$ cat src/rtl/hsiao_secded_codec.sv
// hsiao_secded_codec
// -----------------------------------------------------------------------------
// Hsiao single-error-correct / double-error-detect encoder and decoder behind
// a two-stage valid/ready pipeline, with saturating SEC and DED event counters.
//
// Codeword layout: code[N-1:R] = data, code[R-1:0] = parity.
// Data bit i uses the i-th odd-weight (>= 3) R-bit vector in ascending numeric
// order as its H column. Parity bit j uses the unit vector e_j.
//
// Parameters
//   DATA_W : data width (8, 16, 32 or 64)
//   CNT_W  : width of the SEC/DED event counters
//
// Ports
//   clk          : clock, all state on the rising edge
//   rst_n        : asynchronous active-low reset
//   in_valid     : input beat offered
//   in_ready     : input beat accepted when in_valid && in_ready
//   in_mode      : 0 = encode, 1 = decode
//   in_data      : encode uses [DATA_W-1:0]; decode uses the whole codeword
//   out_valid    : result beat present
//   out_ready    : downstream accepts the result beat
//   out_code     : encoded or corrected codeword
//   out_data     : corrected data
//   out_syndrome : decode syndrome (0 for encode beats)
//   out_sec      : single error corrected
//   out_ded      : uncorrectable error detected
//   out_mode     : mode of the beat being presented
//   cnt_clr      : synchronous clear of both counters (wins over increments)
//   sec_cnt      : saturating count of SEC events on decode handshakes
//   ded_cnt      : saturating count of DED events on decode handshakes
// -----------------------------------------------------------------------------
module hsiao_secded_codec #(
    parameter  int DATA_W = 8,
    parameter  int CNT_W  = 16,
    localparam int R = (DATA_W <= 8)  ? 5 :
                       (DATA_W <= 16) ? 6 :
                       (DATA_W <= 32) ? 7 : 8,
    localparam int N = DATA_W + R
) (
    input  logic              clk,
    input  logic              rst_n,
    input  logic              in_valid,
    output logic              in_ready,
    input  logic              in_mode,
    input  logic [N-1:0]      in_data,
    output logic              out_valid,
    input  logic              out_ready,
    output logic [N-1:0]      out_code,
    output logic [DATA_W-1:0] out_data,
    output logic [R-1:0]      out_syndrome,
    output logic              out_sec,
    output logic              out_ded,
    output logic              out_mode,
    input  logic              cnt_clr,
    output logic [CNT_W-1:0]  sec_cnt,
    output logic [CNT_W-1:0]  ded_cnt
);

    // -------------------------------------------------------------------------
    // H matrix construction (elaboration-time only)
    // -------------------------------------------------------------------------

    // idx-th R-bit vector of odd weight >= 3, scanning values in ascending order.
    function automatic logic [R-1:0] data_col(input int idx);
        logic [R-1:0] res;
        logic [R-1:0] vec;
        int           found;
        res   = '0;
        found = 0;
        for (int v = 0; v < (1 << R); v++) begin
            vec = R'(v);
            if (($countones(vec) >= 3) && (($countones(vec) % 2) == 1)) begin
                if (found == idx) begin
                    res = vec;
                end
                found++;
            end
        end
        return res;
    endfunction

    // Column of codeword bit k: unit vectors for parity, odd-weight for data.
    function automatic logic [R-1:0] code_col(input int k);
        logic [R-1:0] res;
        if (k < R) begin
            res = R'(1) << k;
        end else begin
            res = data_col(k - R);
        end
        return res;
    endfunction

    // Row j of the data part of H: which data bits feed parity bit j.
    function automatic logic [DATA_W-1:0] row_mask(input int j);
        logic [DATA_W-1:0] m;
        logic [R-1:0]      c;
        m = '0;
        for (int i = 0; i < DATA_W; i++) begin
            c    = data_col(i);
            m[i] = c[j];
        end
        return m;
    endfunction

    // -------------------------------------------------------------------------
    // Pipeline state
    // -------------------------------------------------------------------------
    logic              s1_valid_reg;
    logic              s1_mode_reg;
    logic [N-1:0]      s1_code_reg;
    logic [R-1:0]      s1_syn_reg;

    logic              s2_valid_reg;
    logic              s2_mode_reg;
    logic [N-1:0]      s2_code_reg;
    logic [R-1:0]      s2_syn_reg;
    logic              s2_sec_reg;
    logic              s2_ded_reg;

    logic [CNT_W-1:0]  sec_cnt_reg;
    logic [CNT_W-1:0]  ded_cnt_reg;

    logic              s1_advance;
    logic              s2_advance;
    logic              out_hs;

    // -------------------------------------------------------------------------
    // Stage 1 combinational: parity generation and syndrome
    // -------------------------------------------------------------------------
    logic [R-1:0]      enc_parity;   // parity of in_data[DATA_W-1:0] (encode)
    logic [R-1:0]      rx_parity;    // parity recomputed from received data
    logic [N-1:0]      s1_code_next;
    logic [R-1:0]      s1_syn_next;

    for (genvar gi = 0; gi < R; gi++) begin : g_parity
        localparam logic [DATA_W-1:0] ROW = row_mask(gi);
        assign enc_parity[gi] = ^(in_data[DATA_W-1:0] & ROW);
        assign rx_parity[gi]  = ^(in_data[N-1:R] & ROW);
    end

    always_comb begin
        s1_code_next = {in_data[DATA_W-1:0], enc_parity};
        s1_syn_next  = '0;
        if (in_mode) begin
            s1_code_next = in_data;
            s1_syn_next  = rx_parity ^ in_data[R-1:0];
        end
    end

    // -------------------------------------------------------------------------
    // Stage 2 combinational: column match and correction
    // -------------------------------------------------------------------------
    // No column is zero and all columns are distinct, so at most one flip bit
    // is set, and none for a zero syndrome. A nonzero syndrome with no match is
    // exactly the uncorrectable case, which leaves the codeword untouched.
    logic [N-1:0]      flip;
    logic              s2_sec_next;
    logic              s2_ded_next;

    for (genvar gi = 0; gi < N; gi++) begin : g_match
        localparam logic [R-1:0] COL = code_col(gi);
        assign flip[gi] = (s1_syn_reg == COL);
    end

    assign s2_sec_next = |flip;
    assign s2_ded_next = (s1_syn_reg != '0) && !s2_sec_next;

    // -------------------------------------------------------------------------
    // Handshake
    // -------------------------------------------------------------------------
    // A stage moves when it is empty or the stage after it is empty/draining.
    assign s2_advance = !s2_valid_reg || out_ready;
    assign s1_advance = s2_advance;
    assign in_ready   = !s1_valid_reg || s1_advance;
    assign out_hs     = s2_valid_reg && out_ready;

    // -------------------------------------------------------------------------
    // Stage 1 registers
    // -------------------------------------------------------------------------
    always_ff @(posedge clk or negedge rst_n) begin
        if (!rst_n) begin
            s1_valid_reg <= 1'b0;
            s1_mode_reg  <= 1'b0;
            s1_code_reg  <= '0;
            s1_syn_reg   <= '0;
        end else if (in_ready) begin
            s1_valid_reg <= in_valid;
            // Payload only captured on acceptance so idle cycles do not disturb it.
            if (in_valid) begin
                s1_mode_reg <= in_mode;
                s1_code_reg <= s1_code_next;
                s1_syn_reg  <= s1_syn_next;
            end
        end
    end

    // -------------------------------------------------------------------------
    // Stage 2 (output) registers
    // -------------------------------------------------------------------------
    always_ff @(posedge clk or negedge rst_n) begin
        if (!rst_n) begin
            s2_valid_reg <= 1'b0;
            s2_mode_reg  <= 1'b0;
            s2_code_reg  <= '0;
            s2_syn_reg   <= '0;
            s2_sec_reg   <= 1'b0;
            s2_ded_reg   <= 1'b0;
        end else if (s2_advance) begin
            s2_valid_reg <= s1_valid_reg;
            if (s1_valid_reg) begin
                s2_mode_reg <= s1_mode_reg;
                s2_code_reg <= s1_code_reg ^ flip;
                s2_syn_reg  <= s1_syn_reg;
                s2_sec_reg  <= s2_sec_next;
                s2_ded_reg  <= s2_ded_next;
            end
        end
    end

    // -------------------------------------------------------------------------
    // Event counters
    // -------------------------------------------------------------------------
    always_ff @(posedge clk or negedge rst_n) begin
        if (!rst_n) begin
            sec_cnt_reg <= '0;
            ded_cnt_reg <= '0;
        end else if (cnt_clr) begin
            sec_cnt_reg <= '0;
            ded_cnt_reg <= '0;
        end else if (out_hs && s2_mode_reg) begin
            if (s2_sec_reg && (sec_cnt_reg != '1)) begin
                sec_cnt_reg <= sec_cnt_reg + CNT_W'(1);
            end
            if (s2_ded_reg && (ded_cnt_reg != '1)) begin
                ded_cnt_reg <= ded_cnt_reg + CNT_W'(1);
            end
        end
    end

    // -------------------------------------------------------------------------
    // Outputs
    // -------------------------------------------------------------------------
    assign out_valid    = s2_valid_reg;
    assign out_code     = s2_code_reg;
    assign out_data     = s2_code_reg[N-1:R];
    assign out_syndrome = s2_syn_reg;
    assign out_sec      = s2_sec_reg;
    assign out_ded      = s2_ded_reg;
    assign out_mode     = s2_mode_reg;
    assign sec_cnt      = sec_cnt_reg;
    assign ded_cnt      = ded_cnt_reg;

endmodule

$ cat config.mk
export PLATFORM = sky130hd
export DESIGN_NAME = hsiao_secded_codec
export DESIGN_NICKNAME = d
export VERILOG_FILES = /design/src/rtl/hsiao_secded_codec.sv
export SDC_FILE = /design/constraint.sdc
export NUM_CORES = 1
export LEC_CHECK = 0
export CORE_MARGIN = 8
export CORE_UTILIZATION = 45
export CTS_CLUSTER_DIAMETER = 80
export DETAILED_ROUTE_END_ITERATION = 10
export GPL_TIMING_DRIVEN = 1
export PLACE_DENSITY = 0.71
export SLEW_MARGIN = 15
export SYNTH_ARGS = -nofsm -noshare
export SYNTH_HDL_FRONTEND = slang
export SYNTH_SLANG_ARGS = --single-unit
$ cat constraint.sdc
create_clock -name clk -period 2.31 [get_ports clk]
set_input_delay 0.693 -clock clk [delete_from_list [all_inputs] [get_ports clk]]
set_output_delay 0.693 -clock clk [all_outputs]
set_load 0.02 [all_outputs]
==> metrics.yaml, run 1 <==
run_status:
  status: "completed"
critical_path:
  crit_path_end_kind: "primary output"
  crit_chain: "clkdlybuf4s50_1"
  worstPathArrival_ns: 1.52
  crit_type: "reg2out"
  cpPeakStageDelay_ns: 0.68
  worstRegToRegCells: 5
  path_delay_family: "buffers and inverters"
  critPathMaxFanout: 7
  worstPathRequired_ns: 1.62
  critPathBufInv: 1
  cp-start-kind: "register"
  crit_path_top_delay_cell: "clkdlybuf4s50_1"
  cp.depth: 1
sta:
  worst_slack_ns: 0.0932
  post-route-period-util_pct: 96.0
  finClkSkew_ns: 0.0144
  hold_ws_ns: 0.348
  final-setup-viol-count: 0
  max_freq_ghz: 0.451
  worstMarginPinSlew_ns: 0.598
  slew_viol_final: 0
  relSlewSlack_pct: 59.8
  layout_min_cycle_time_ns: 2.22
  hold_viol_final: 0
  rsz0062_at_grt: "false"
grt:
  grt_pass1_vias: 3552
  gr-usage-met2_pct: 27.6
  use_met1_pct: 19.5
  use_met3_pct: 3.57
  grt_usage_pct: 16.2
  gr-total-overflow: 0
  grt_max_degree: 75
  grt_pass1_wl_um: 16900
  busiest_layer: "met2"
  antenna_found_initial: 0
route:
  firstDrtPassIters: 5
  drt_iter0_drc: 144
  via_per_inst: 5.50
  vias: 3521
  wl_per_cell_um: 15.6
  drcViolationCount: 0
  wl_um: 9990
  antenna_left: 0
floorplan:
  dieHeight_um: 113
  io_pins: 82
  placementRows: 35
  die_w_um: 113
  initial_core_util_pct: 46.0
  core_area_mm2: 0.00920
  fp.dieArea_mm2: 0.0127
synth:
  synthArstFlopShare_pct: 100
  synth_edf_count: 0
  syn_nets: 462
  netlist_area_mm2: 0.00423
  yosysUniqueCellTypes: 44
  yosysWarnings: 0
  synth_flop_cell: "dfrtp_1"
  netlist_instances: 441
  synth-seq-area-share_pct: 43.8
  syn_area_per_cell_um2: 9.58
  yosys_register_bits: 74
clock_tree:
  clock_path_buffers: 2
  htree_levels: 3
  cts_made_buffers: 9
  cts_tree: "yes"
  insertion_delay_ns: 0.35
  path_clk_slew_ns: 0.08
  cts-root-buf: "clkbuf_8"
  hold_buffers: 0
  cts.sinks: 74
final_layout:
  insertedDiodeCount: 0
  mostFrequentLayoutCells: "78 x clkdlybuf4s50_1, 74 x dfrtp_1, 48 x nand2_1, 38 x o21ai_0, 29 x xnor2_1"
  drive_gt1_share_pct: 12.1
  final_common_cell: "clkdlybuf4s50_1"
  syn_to_final_growth_pct: 30.2
  nets: 545
  fillCellCount: 805
power_and_ir_drop:
  leakagePower_nw: 2.20
  peakVddDrop_mv: 0.359
  power_mw: 3.99
  p_per_area_mw_per_mm2: 725
job:
  drv_cap: 0
place:
  dp_worst_setup_slack_ns: -0.364
  port_buffers: 81
  place.detailed.hpwl_um: 7630
  gp_congestion: 0.825
min_path:
  min_path_type: "in2async"
==> metal layers <==
metal / share of wire [%] / routed length, um
met1: 43 / 4310
met2: 48 / 4850
met3: 6.9 / 687
met4: 1.5 / 153
met5: 0 / 0
==> Yosys cell counts (12+ instances only) <==
cell type / n / share of area [%]
clkbuf_1: 21 / 1.9
a21oi_1: 24 / 2.8
dfrtp_1: 74 / 44
nand3_1: 13 / 1.5
nor2_1: 17 / 1.5
nand4_1: 12 / 1.8
nand2_1: 48 / 4.3
mux2_2: 12 / 3.2
o21ai_0: 38 / 4.5
o31ai_1: 16 / 2.8
xnor2_1: 29 / 6.0
or3_1: 15 / 2.2
==> cell families after synthesis <==
group | synth area share [%]
simple gates | 22.8
compound gates | 12.0
flops | 43.8
xor+xnor | 10.7
buf+inv | 4.44
mux | 5.57
fa+ha+maj | 0.592
==> where the power goes <==
part | switching [mW] | internal (mW) | leakage (nW)
logic | 0.538 | 0.550 | 1.10
registers | 0.192 | 1.46 | 0.966
clock network | 0.497 | 0.751 | 0.127
total | 1.23 | 2.77 | 2.20
==> final timing paths <==
| kind | endpoint | slack, ns | start |
|---|---|---|---|
| worst max-delay path | ded_cnt[5] | 0.09 | ded_cnt[5] |
| worst min-delay path | sec_cnt[4] | 0.35 | rst_n |
| worst max register to register | ded_cnt[12] | 0.35 | ded_cnt[1] |
| worst min register to register | s1_mode_reg | 0.48 | s1_mode_reg |
| max in group asynchronous | out_sec | 1.62 | rst_n |
| min in group clk | s1_mode_reg | 0.48 | s1_mode_reg |
==> metrics by stage <==
| stage | cells | TNS [ns] | instance area [um2] | util [%] |
|---|---|---|---|---|
| 2_1_floorplan | 441 | 0 | 4230 | - |
| 3_3_place_gp | 623 | -3.75 | 5240 | 57.0 |
| 3_5_place_dp | 623 | -4.59 | 5240 | 57.0 |
| 4_1_cts | 639 | 0 | 5490 | 59.6 |
| 5_1_grt | 640 | 0 | 5500 | 59.9 |
| 6_report | 640 | 0 | 5500 | 59.9 |
==> timing repair <==
action                                  4_1_cts  5_1_grt
endpoints found under the setup margin        1        5
setup buffers                                 0        1
gates resized for setup                       4        2
==> area by class of cell <==
class | instances | area, um2 | share of cell area (%)
multi-input combinational | 326 | 2200 | 39.9
inverter | 7 | 26.3 | 0.477
timing repair buffer | 106 | 1040 | 18.9
sequential | 74 | 1850 | 33.6
clock buffer | 10 | 138 | 2.50
clock inverter | 6 | 113 | 2.05
tap | 111 | 139 | 2.52
No activity file was read; power rests on OpenSTA's default activity.
==> run 2: changes to the inputs <==
ABC_CLOCK_PERIOD_IN_PS = 2310   (was default)
==> results of run 2 <==
The final DEF is identical to that of run 1; final timing and power are the same.
==> run 3: changes to the inputs <==
ABC_CLOCK_PERIOD_IN_PS = 2600   (was 2310)
REMOVE_ABC_BUFFERS = 1   (was default)
clock period = 2.6 ns   (was 2.31 ns; I/O delays follow)
==> metrics.yaml, run 3 (synthesis gave the netlist of run 1 again) <==
power_and_ir_drop:
  seq_power_share_pct: 43.9  # was 41.5%
  power_mw: 3.31  # was 3.99 mW
  leakagePower_nw: 2.14  # was 2.20 nW
  p_per_area_mw_per_mm2: 613  # was 725 mW/mm2
  intPower_mw: 2.25  # was 2.77 mW
  swShare_pct: 32.2  # was 30.7%
  peakVddDrop_mv: 0.250  # was 0.359 mV
  p_sw_mw: 1.06  # was 1.23 mW
  p_clk_share_pct: 27.1  # was 31.3%
  pwr-share-comb_pct: 29.0  # was 27.3%
critical_path:
  cp-start-kind: "input port"  # was register
  crit_path_top_delay_cell: "clkdlybuf4s50_1"  # unchanged
  crit_type: "in2out"  # was reg2out
  path_delay_family: "buffers and inverters"  # unchanged
  critPathMaxFanout: 2  # was 7
  r2r_setup_slack_ns: 0.62  # was 0.35 ns
  critPathBufInv: 2  # was 1
  crit_path_end_kind: "primary output"  # unchanged
  crit_chain: "clkdlybuf4s50_1, nand3b_1, dlygate4sd2_1"  # was clkdlybuf4s50_1
  worstPathRequired_ns: 1.82  # was 1.62 ns
  cpPeakStageDelay_ns: 0.47  # was 0.68 ns
  worstPathArrival_ns: 1.77  # was 1.52 ns
place:
  gp_congestion: 0.853  # was 0.825
  port_buffers: 81  # unchanged
  place.detailed.hpwl_um: 7290  # was 7630 um
clock_tree:
  cts_made_buffers: 9  # unchanged
  path_clk_slew_ns: 0.08  # about the same
  clock_path_buffers: 2  # unchanged
  cts-root-buf: "clkbuf_8"  # unchanged
  cts_tree: "yes"  # unchanged
  insertion_delay_ns: 0.35  # about the same
  htree_levels: 3  # unchanged
  cts_setup_buffers: 0  # unchanged
  cts.sinks: 74  # unchanged
  hold_buffers: 0  # unchanged
grt:
  antenna_found_initial: 0  # unchanged
  gr-total-overflow: 0  # unchanged
  grt_usage_pct: 15.6  # was 16.2%
  grt_pass1_wl_um: 16500  # was 16,900 um
  grt_pass1_vias: 3441  # was 3,552
  grt_max_degree: 75  # unchanged
job:
  drv_cap: 0  # unchanged
sta:
  final-setup-viol-count: 0  # unchanged
  worstMarginPinSlew_ns: 0.539  # was 0.598 ns
  rsz0062_at_grt: "false"  # unchanged
  finClkSkew_ns: 0.0120  # was 0.0144 ns
  hold_viol_final: 0  # unchanged
  layout_min_cycle_time_ns: 2.55
  relSlewSlack_pct: 63.8  # was 59.8%
  post-route-period-util_pct: 97.9
  max_freq_ghz: 0.393
  hold_ws_ns: 0.448  # was 0.348 ns
  slew_viol_final: 0  # unchanged
route:
  antenna_left: 0  # unchanged
  drt_iter0_drc: 165  # was 144
  firstDrtPassIters: 5  # unchanged
  wl_um: 9830  # was 9990 um
  vias: 3504  # was 3,521
  wl_per_cell_um: 15.5  # was 15.6 um
  via_per_inst: 5.51  # was 5.50
  drcViolationCount: 0  # unchanged
final_layout:
  drive_gt1_share_pct: 11.2  # was 12.1%
  syn_to_final_growth_pct: 27.9  # was 30.2%
  mostFrequentLayoutCells: "79 x clkdlybuf4s50_1, 74 x dfrtp_1, 48 x nand2_1, 38 x o21ai_0, 29 x xnor2_1"  # was 78 x clkdlybuf4s50_1, 74 x dfrtp_1, 48 x nand2_1, 38 x o21ai_0, 29 x xnor2_1
  final_core_util_pct: 58.8  # was 59.9%
  nets: 542  # was 545
  final_common_cell: "clkdlybuf4s50_1"  # unchanged
  insertedDiodeCount: 0  # unchanged
floorplan:
  initial_core_util_pct: 46.0  # unchanged
  core_area_mm2: 0.00920  # unchanged
  fp.dieArea_mm2: 0.0127  # unchanged
  die_w_um: 113  # unchanged
  placementRows: 35  # unchanged
  dieHeight_um: 113  # unchanged
  io_pins: 82  # unchanged
run_status:
  status: "completed"  # unchanged
min_path:
  min_path_type: "in2async"  # unchanged
[run 3: cell types whose count changed in the layout (fill, tap and decap cells not counted), sizes merged]
| cell | before | now |
|---|---|---|
| clkdlybuf4s50 | 78 | 79 |
| buf | 27 | 23 |
| clkinvlp | 0 | 2 |
| dlygate4sd2 | 0 | 1 |
| inv | 8 | 7 |
| dlymetal6s2s | 1 | 0 |
| bufinv | 3 | 1 |
[run 3: repair_timing]
action	CTS	global route
resized for setup	1	0
hold endpoints to repair	0	0
endpoints found under the setup margin	1	0
[run 3: stage by stage]
stage / setup TNS [ns] / worst slack [ns] / instance area (um2) / cells
2_1_floorplan: 0 / 0.422 / 4070 / 407
3_3_place_gp: -0.441 / -0.233 / 5210 / 621
3_5_place_dp: -0.653 / -0.238 / 5210 / 621
4_1_cts: 0 / 0.0293 / 5400 / 636
5_1_grt: 0 / 0.0124 / 5400 / 636
6_report: 0 / 0.0545 / 5400 / 636
[run 3: power by group through the flow]
stage	registers, mW	logic (mW)	clock network (mW)
floorplan	1.60	0.361	0
global placement	1.47	0.957	0
detailed placement	1.48	0.975	0
CTS	1.45	0.977	0.919
global route	1.48	1.04	0.967
finish	1.45	0.960	0.898
[run 3: worst paths after layout]
check                            start          end  cells after the start
hold / removal                   rst_n  sec_cnt[13]                      2
max in group asynchronous        rst_n  out_code[1]                      2
setup / recovery             out_ready     in_ready                      3
hold reg to reg            out_code[0]  out_code[0]                      2
setup reg to reg            ded_cnt[0]   ded_cnt[5]                      6
min in group clk           out_code[0]  out_code[0]                      2
[run 3: metal layers]
metal  routed length, um  up-vias  part of all wire, %  track usage, %
met1                4270     1679                   43            18.6
met3                 561       14                  5.7            3.83
met5                   0        -                    0               0
li1                    -     1727                    -               -
met4                 148        0                  1.5            5.24
met2                4850       84                   49            27.0
[run 3: layout make-up]
| type | instances | area, um2 |
|---|---|---|
| Inverter | 7 | 26.3 |
| Tap cell | 111 | 139 |
| Multi-Input combinational cell | 326 | 2190 |
| Clock inverter | 5 | 55.1 |
| Sequential cell | 74 | 1850 |
| Timing Repair Buffer | 103 | 1010 |
| Clock buffer | 10 | 138 |
| Fill cell | 812 | 3790 |
